===== src/rtl/alu4_sequencer.sv =====
// Runs a wide ALU operation as NIBBLES back-to-back nibble ops on an external
// combinational alu4, LSB nibble first, chaining carry and returning the result.
module alu4_sequencer #(
  parameter int unsigned NIBBLES = 4
) (
  input  logic                 clk,
  input  logic                 rst_n,
  input  logic                 req_valid,
  output logic                 req_ready,
  input  logic [4*NIBBLES-1:0] req_a,
  input  logic [4*NIBBLES-1:0] req_b,
  input  logic [2:0]           req_select,
  input  logic                 req_carry,
  output logic                 rsp_valid,
  input  logic                 rsp_ready,
  output logic [4*NIBBLES-1:0] rsp_result,
  output logic                 rsp_carry,
  output logic                 rsp_zero,
  output logic [3:0]           alu_a,
  output logic [3:0]           alu_b,
  output logic [2:0]           alu_select,
  output logic                 alu_carry_in,
  input  logic [3:0]           alu_out,
  input  logic                 alu_carry_out
);

  localparam int unsigned W  = 4 * NIBBLES;
  localparam int unsigned IW = (NIBBLES > 1) ? $clog2(NIBBLES) : 1;

  typedef enum logic [1:0] {IDLE, RUN, DONE} state_e;

  state_e          state_q, state_d;
  logic [IW-1:0]   idx_q,    idx_d;
  logic [W-1:0]    a_q,      a_d;
  logic [W-1:0]    b_q,      b_d;
  logic [W-1:0]    result_q, result_d;
  logic [2:0]      sel_q,    sel_d;
  logic            carry_q,  carry_d;

  logic            is_logic;
  logic [IW+1:0]   bit_ofs;

  assign is_logic = sel_q[2];
  assign bit_ofs  = {idx_q, 2'b00};

  always_ff @(posedge clk or negedge rst_n) begin
    if (!rst_n) begin
      state_q  <= IDLE;
      idx_q    <= '0;
      a_q      <= '0;
      b_q      <= '0;
      result_q <= '0;
      sel_q    <= '0;
      carry_q  <= 1'b0;
    end else begin
      state_q  <= state_d;
      idx_q    <= idx_d;
      a_q      <= a_d;
      b_q      <= b_d;
      result_q <= result_d;
      sel_q    <= sel_d;
      carry_q  <= carry_d;
    end
  end

  // Next-state: accept in IDLE, one nibble per RUN cycle, hold result in DONE.
  always_comb begin
    state_d  = state_q;
    idx_d    = idx_q;
    a_d      = a_q;
    b_d      = b_q;
    result_d = result_q;
    sel_d    = sel_q;
    carry_d  = carry_q;
    unique case (state_q)
      IDLE: begin
        if (req_valid) begin
          a_d      = req_a;
          b_d      = req_b;
          sel_d    = req_select;
          carry_d  = req_select[2] ? 1'b0 : req_carry;
          result_d = '0;
          idx_d    = '0;
          state_d  = RUN;
        end
      end
      RUN: begin
        result_d[bit_ofs +: 4] = alu_out;
        if (!is_logic) carry_d = alu_carry_out;
        if (idx_q == IW'(NIBBLES - 1)) begin
          idx_d   = '0;
          state_d = DONE;
        end else begin
          idx_d = idx_q + IW'(1);
        end
      end
      DONE: begin
        if (rsp_ready) state_d = IDLE;
      end
      default: state_d = IDLE;
    endcase
  end

  // Outputs decoded from registered state; zero outside their active state.
  always_comb begin
    req_ready    = rst_n && (state_q == IDLE);
    rsp_valid    = 1'b0;
    rsp_result   = '0;
    rsp_carry    = 1'b0;
    rsp_zero     = 1'b0;
    alu_a        = '0;
    alu_b        = '0;
    alu_select   = '0;
    alu_carry_in = 1'b0;
    if (state_q == RUN) begin
      alu_a        = a_q[bit_ofs +: 4];
      alu_b        = b_q[bit_ofs +: 4];
      alu_select   = sel_q;
      alu_carry_in = carry_q && !is_logic;
    end
    if (state_q == DONE) begin
      rsp_valid  = 1'b1;
      rsp_result = result_q;
      rsp_carry  = carry_q && !is_logic;
      rsp_zero   = ~|result_q;
    end
  end

endmodule

===== config.mk =====
export PLATFORM = sky130hd
export DESIGN_NAME = alu4_sequencer
export DESIGN_NICKNAME = d
export VERILOG_FILES = /design/src/rtl/alu4_sequencer.sv
export SDC_FILE = /design/constraint.sdc
export NUM_CORES = 1
export LEC_CHECK = 0
export CORE_MARGIN = 2
export CORE_UTILIZATION = 45
export CTS_CLUSTER_SIZE = 30
export DETAILED_ROUTE_END_ITERATION = 10
export GPL_TIMING_DRIVEN = 0
export PLACE_DENSITY = 0.76
export SLEW_MARGIN = 10
export SYNTH_ARGS = -nofsm -noshare
export SYNTH_HDL_FRONTEND = slang
export SYNTH_SLANG_ARGS = --single-unit

===== constraint.sdc =====
create_clock -name clk -period 2.2 [get_ports clk]
set_clock_uncertainty 0.15 [all_clocks]
set_input_delay 0.66 -clock clk [delete_from_list [all_inputs] [get_ports clk]]
set_output_delay 0.66 -clock clk [all_outputs]
set_load 0.005 [all_outputs]

# After elaboration in Yosys (flattened, before gate mapping)
# Index checks and enable logic that the tools add are counted.
# totals
input_bits	45
output_inout_bits	32
word_cells	53
reg_bits	56
# classes
n_reduce_logical	11
n_eq_ne	7
n_addsub	2
shifts	4
muxes	22
# op_table
op	n
$mux W16	2
$pmux W16 S2	1
$shiftx A16 B5 Y4	2
$bwmux W16	1
$reduce_or A16 Y1	1
$shift A4 B6 Y16 const A	1
$shiftx A4 B6 Y16	1
$mux W2	5
$mux W4	2
$ne A2 B2 Y1 const B	4
$mux W1	7
$neg A4 Y6	1
$pmux W2 S3	1
$reduce_and A3 Y1	2
$eq A2 B2 Y1 const B	2
$pmux W2 S2	1
$reduce_and A2 Y1	2
$mux W3	1
$add A2 B1 Y2 const B	1
$eq A2 B1 Y1 const B	1
$logic_and A1 B1 Y1	2
$logic_not A1 Y1	2
$logic_not A2 Y1	1
$pmux W1 S2	1
$reduce_bool A2 Y1	1

# Longest topological paths before layout
# Gate-level depths: netlist of run 1.
# depth
depth_word	4
depth_mapped	6
ltp_nobuf	5

# Least setup slack after synthesis of run 1
# Ideal clock, no wire load.
# synth_timing
kind	flip-flop to output port
start	register idx_q[0]
end	output alu_a[0]
t_arrival_ns	1.274
path_buffers	1
setup_slack_ns	0.116
required_ns	1.390
path_stages_with_launch	4
path_cell_list	dfrtp_1 > buf_6 > mux4_2 > and2_1
# synth_between
elab_chain_len	2
# synth_lines
element	line_no	rtl
start: declaration	33	logic [IW-1:0] idx_q, idx_d;
start signal: assignment	57	idx_q <= idx_d;
$shiftx A16 B5 Y4	116	alu_a = a_q[bit_ofs +: 4];
$mux W4	115	if (state_q == RUN) begin
end: declaration	19	output logic [3:0] alu_a,
# Every way passes these cells.

# Worst setup path after layout of run 1
# layout_timing
start	register idx_q[0]
end	output alu_b[1]
# layout_between
elab_chain_len	2
# layout_lines
element	line_no	rtl
$shiftx A16 B5 Y4	117	alu_b = b_q[bit_ofs +: 4];
$mux W4	115	
end: declaration	20	output logic [3:0] alu_b,
# Every way passes these cells.

==> flow_summary.json, run 1 <==
{
  "unrepaired_setup_endpoints_after_global_routing": "true",
  "cts_tree": "done",
  "slew_of_the_pin_with_the_lowest_slew_margin_ns": 0.448,
  "post_detailed_route_count_of_antenna_violating_nets": 0,
  "clkSinkCount": 56,
  "ir_drop_mv": 0.716,
  "final_weighted_congestion_in_routability_driven_placement": 0.779,
  "timing.slew.headroom_pct": 70.1,
  "drc": 0,
  "timing.setup.tns_ns": -3.68,
  "synth_largest_type_area_fraction_pct": 51.2,
  "mostFrequentLayoutCell": "dfrtp_1",
  "detail_route.vias_per_cell": 5.39,
  "worstPathBufferInverterCount": 3,
  "yosysWarnings": 0,
  "leakage_nw": 1.91,
  "grt_pass1_wl_um": 11300,
  "worstSetupStartpointType": "flop",
  "timing.final.ws_setup_ns": -0.331,
  "critical_path.max_fanout": 4,
  "synth.ff_latch_count": 56,
  "firstDrtPassIters": 4,
  "post_synth_and_or_nand_nor_area_fraction_pct": 14.1,
  "route.vias.total": 2119,
  "via_count_of_the_first_global_routing_pass": 2266,
  "fmax_ghz": 0.395,
  "synth_top_family_by_area": "multiplexers",
  "grt_usage_pct": 22.6,
  "drv_slew": 0,
  "cpPeakStageDelay_ns": 0.50,
  "synth.cell_area_mm2": 0.00274,
  "min_cycle_time_layout_ns": 2.53,
  "reg2reg_setup_slack_ns": 0.15,
  "synth-adder-area-share_pct": 2.74,
  "timing.critical_path.slowest_stage_cell": "mux4_2",
  "multi_input_comb_area_mm2": 0.00137,
  "number_of_antenna_violations_at_the_first_check_in_global_routing": 0,
  "synth-compound-area-share_pct": 7.90,
  "drv.max_cap_violation_count": 0,
  "drt-total-wl_um": 6970,
  "drt_iter0_drc": 77,
  "classification_of_the_worst_setup_path": "flop to output port",
  "synth_largest_area_cell": "dfrtp_1",
  "path_clk_slew_ns": 0.10,
  "outcome": "finished, violations left",
  "grt.overflow.total": 0,
  "synth.mux.area_fraction_pct": 21.2,
  "setup_viol": 28,
  "synthCells": 203,
  "grt_max_degree": 17,
  "synth_top_cells_by_area": "dfrtp_1 51%, mux2_2 14%, and2_1 6.4%",
  "seq_area_frac_synth_pct": 51.2,
  "syn-num-nets": 254,
  "end_kind": "output port",
  "placeableCoreArea_mm2": 0.00589,
  "cpLargestDelayFamily": "multiplexers",
  "cts_made_buffers": 5,
  "timing.critical_path.cells": "buf_12 -> buf_8 -> mux4_2 -> and2_4 -> buf_6",
  "regArea_mm2": 0.00140,
  "max-clock-path-buffers": 2,
  "clockRootBuffer": "clkbuf_8",
  "rows": 28,
  "placement.io_buffers": 76,
  "cts.htree.levels": 2,
  "avgRoutedWirePerCell_um": 17.7,
  "start_util_pct": 46.5,
  "antenna_cells_inserted": 0,
  "syn_area_per_cell_um2": 13.5,
  "pin_count": 77,
  "insertion_delay_ns": 0.30,
  "flow.area_growth_from_synthesis_pct": 54.5,
  "die-area_mm2": 0.00673,
  "final_hold_vios": 0,
  "post_route_cells_drive_above_1_share_pct": 51.6,
  "die_h_um": 82.0,
  "xor_and_xnor_area_share_after_synthesis_pct": 0,
  "worst_ep_required_time_ns": 1.39,
  "synthDistinctLibCells": 34,
  "fin_nets": 368,
  "failed_checks": "negative setup slack",
  "tcrit_tclk_final_pct": 115,
  "holdCritPathClass": "input pin to asynchronous set/reset pin",
  "powerDensity_mw_per_mm2": 1280,
  "num-fill-cells": 429,
  "dp_hpwl_um": 4430,
  "layout_common_cells": "54 x dfrtp_1, 43 x clkdlybuf4s50_1, 42 x buf_6, 34 x mux2_2, 25 x and2_4",
  "layout.core_utilization_pct": 71.9,
  "die_width_um": 82.0,
  "data_arrival_at_the_endpoint_of_the_critical_path_ns": 1.72
}
logic make-up after synthesis:
group	count (synthesis)
simple gates	57
flops	56
mux	43
compound gates	26
buf+inv	15
fa+ha+maj	6
per-stage QoR:
| stage | cell area, µm² | total power [mW] | std cells | hold slack (ns) | setup slack, ns |
|---|---|---|---|---|---|
| 5_1_grt | 4230 | 5.78 | 393 | 0.0955 | -0.379 |
| 3_3_place_gp | 3590 | 3.98 | 354 | 0.313 | -2.45 |
| 2_1_floorplan | 2740 | 3.21 | 203 | 0.214 | 0.116 |
| 4_1_cts | 4160 | 5.40 | 394 | 0.104 | -0.322 |
| 3_5_place_dp | 3610 | 4.05 | 355 | 0.320 | -0.920 |
| 6_report | 4230 | 5.43 | 393 | 0.100 | -0.331 |
per-layer routing:
metal / global-route usage, % / vias to the layer above / part of all wire [%]
li1: - / 966 / -
met1: 27.3 / 1080 / 40
met2: 40.7 / 63 / 53
met3: 4.84 / 10 / 5.7
met4: 6.00 / 0 / 1.2
met5: 0 / - / 0
timing repair:
item,CTS,global route
pin swaps,16,6
gates resized for setup,204,29
hold buffers,2,0
endpoints found under the hold margin,6,0
cloned,4,0
setup endpoints to repair,48,38
buffers inserted,25,5
area by class of cell:
type,count,share of cell area [%]
clock buffers,6,1.72
multi-input cells,132,32.4
plain buffers,9,1.92
inverters,4,0.414
clock inverters,2,0.828
well taps,75,2.22
repair buffers,109,27.4
flip-flops and latches,56,33.2
final timing paths:
check                              start  cells past startpoint      endpoint
worst max-delay path            idx_q[0]                      5      alu_b[1]
worst min-delay path               rst_n                      2      idx_q[0]
min in group clk                sel_q[0]                      1      sel_q[0]
max in group asynchronous          rst_n                      2        b_q[3]
worst min register to register  sel_q[0]                      1      sel_q[0]
worst max register to register  idx_q[0]                      8  result_q[14]
cell usage after synthesis, drive strengths merged:
library cell,n
a21o,4
nor2,3
nand2,6
and2,28
a22o,17
nand3,2
inv,4
o21bai,1
mux2,35
and3b,1
clkbuf,1
o31ai,2
or3b,1
nand2b,3
o311a,1
nor3b,2
o21ai,1
nor2b,1
mux4,8
buf,10
nor3,1
dfrtp,56
and2b,1
nor4,6
or3,2
ha,6
state kept, by name, indices dropped and copies added (netlist names):
name	cells
state_q	2
b_q	16
sel_q	3
idx_q	2
a_q	16
result_q	16
carry_q	1
power by group:
part	leakage [nW]	total (mW)	internal [mW]	switching (mW)
clock	0.0552	0.662	0.339	0.324
sequential	0.691	1.81	1.50	0.313
combinational	1.17	2.96	1.82	1.13
(Power assumes the default switching activity.)
==> run 2: changes to the inputs <==
==> constraint.sdc (replaced) <==
create_clock -name clk -period 2.2 [get_ports clk]
set_clock_uncertainty 0.15 [all_clocks]
set_input_delay 0.44 -clock clk [delete_from_list [all_inputs] [get_ports clk]]
set_output_delay 0.44 -clock clk [all_outputs]
set_load 0.005 [all_outputs]
==> flow_summary.json, run 2 (synthesis results as in run 1) <==
{
  "worstSetupStartpointType": "flop",
  "fin_nets": 376,
  "final_design_area_no_fill_mm2": 0.00418,
  "drt-total-wl_um": 6940,
  "cts_tree": "done",
  "slew_of_the_pin_with_the_lowest_slew_margin_ns": 0.391,
  "unrepaired_setup_endpoints_after_global_routing": "true",
  "placement.io_buffers": 76,
  "dp_hpwl_um": 4430,
  "timing.slew.headroom_pct": 73.7,
  "leakage_nw": 1.93,
  "avgRoutedWirePerCell_um": 17.3,
  "grt.overflow.total": 0,
  "drt_iter0_drc": 78,
  "number_of_antenna_violations_at_the_first_check_in_global_routing": 0,
  "r2r.worst_path.cells": 8,
  "grt_usage_pct": 21.6,
  "path_clk_slew_ns": 0.10,
  "clockRootBuffer": "clkbuf_8",
  "critical_path.max_fanout": 4,
  "die_h_um": 82.0,
  "insertion_delay_ns": 0.30,
  "placedInstanceArea_mm2": 0.00361,
  "antenna_cells_inserted": 0,
  "detail_route.vias_per_cell": 5.36,
  "powerDensity_mw_per_mm2": 1330,
  "ir_drop_mv": 0.724,
  "drv.max_cap_violation_count": 0,
  "preCtsSetupSlack_ns": -0.480,
  "max-clock-path-buffers": 2,
  "outcome": "finished, violations left",
  "pin_count": 77,
  "cts_made_buffers": 5,
  "worst_ep_required_time_ns": 1.61,
  "worstHoldPathCells": 1,
  "placeableCoreArea_mm2": 0.00589,
  "mostFrequentLayoutCell": "dfrtp_1",
  "timing.critical_path.slowest_stage_cell": "mux4_2",
  "drc": 0,
  "rows": 28,
  "post_route_cells_drive_above_1_share_pct": 44.2,
  "design_power_total_mw": 5.55,
  "firstDrtPassIters": 4,
  "timing.critical_path.cells": "buf_12 -> buf_8 -> mux4_2 -> and2_4 -> buf_6",
  "final_hold_vios": 0,
  "final_weighted_congestion_in_routability_driven_placement": 0.779,
  "end_kind": "output port",
  "via_count_of_the_first_global_routing_pass": 2214,
  "cts.htree.levels": 2,
  "timing.final.ws_setup_ns": -0.121,
  "layout_common_cells": "55 x dfrtp_1, 43 x clkdlybuf4s50_1, 34 x mux2_2, 27 x buf_6, 19 x and2_1",
  "setup_viol": 8,
  "holdCritPathClass": "flop to flop",
  "clkSinkCount": 56,
  "cpPeakStageDelay_ns": 0.49,
  "failed_checks": "negative setup slack",
  "route.vias.total": 2151,
  "grt_pass1_wl_um": 10800,
  "flow.area_growth_from_synthesis_pct": 52.6,
  "grt_max_degree": 30,
  "timing.setup.tns_ns": -0.702,
  "fmax_ghz": 0.431,
  "tcrit_tclk_final_pct": 105,
  "die_width_um": 82.0,
  "drv_slew": 0,
  "data_arrival_at_the_endpoint_of_the_critical_path_ns": 1.73,
  "die-area_mm2": 0.00673,
  "start_util_pct": 46.5,
  "classification_of_the_worst_setup_path": "flop to output port",
  "min_cycle_time_layout_ns": 2.32,
  "post_detailed_route_count_of_antenna_violating_nets": 0,
  "reg_top3": "a_q: 16 flops, b_q: 16 flops, result_q: 16 flops"
}
## run 2: final timing paths
| path | end | startpoint | slack (ns) |
|---|---|---|---|
| max | alu_b[1] | idx_q[0] | -0.12 |
| max in group asynchronous | b_q[13] | rst_n | 1.10 |
| min in group asynchronous | result_q[0] | rst_n | 0.61 |
| min | sel_q[0] | sel_q[0] | 0.34 |
| min reg2reg | sel_q[0] | sel_q[0] | 0.34 |
| max reg2reg | result_q[13] | idx_q[0] | 0.09 |
## run 2: layout make-up
| type | instances | area (µm²) |
|---|---|---|
| clock inverters | 2 | 35.0 |
| flip-flops and latches | 56 | 1400 |
| repair buffers | 116 | 1150 |
| well taps | 75 | 93.8 |
| plain buffers | 10 | 92.6 |
| clock buffers | 6 | 72.6 |
| multi-input cells | 132 | 1320 |
| inverters | 4 | 15.0 |
| fillers | 410 | 1710 |
## run 2: repair_timing
| item | 4_1_cts | 5_1_grt |
|---|---|---|
| setup buffers | 25 | 6 |
| setup endpoints to repair | 48 | 32 |
| endpoints found under the hold margin | 29 | 0 |
| cloned | 2 | 1 |
| hold buffers | 5 | 0 |
| pin swaps | 9 | 7 |
| resized for setup | 123 | 30 |
## run 2: report_power, final
part           switching [mW]  internal (mW)
clock network           0.327          0.339
logic                    1.16           1.93
registers               0.304           1.49
## run 2: critical path: cells and delay by family, from the launching register on
| kind | cells | cell delay [ns] |
|---|---|---|
| buffers and inverters | 3 | 0.34 |
| muxes | 1 | 0.49 |
| DFF | 1 | 0.44 |
| and+or+nand+nor | 1 | 0.16 |
## run 2: metal layers
| metal | up-vias | part of all wire (%) | GRT usage [%] |
|---|---|---|---|
| li1 | 974 | - | - |
| met1 | 1094 | 40 | 26.8 |
| met2 | 71 | 52 | 37.2 |
| met3 | 12 | 6.4 | 5.16 |
| met4 | 0 | 1.3 | 6.67 |
| met5 | - | 0 | 0 |
## run 2: through the flow
step | instances | hold WS, ns | utilization, %
global placement | 354 | 0.313 | 61.1
CTS | 395 | 0.342 | 69.9
floorplan | 203 | -0.00559 | -
global route | 401 | 0.382 | 71.0
finish | 401 | 0.345 | 71.0
detailed placement | 355 | 0.320 | 61.3
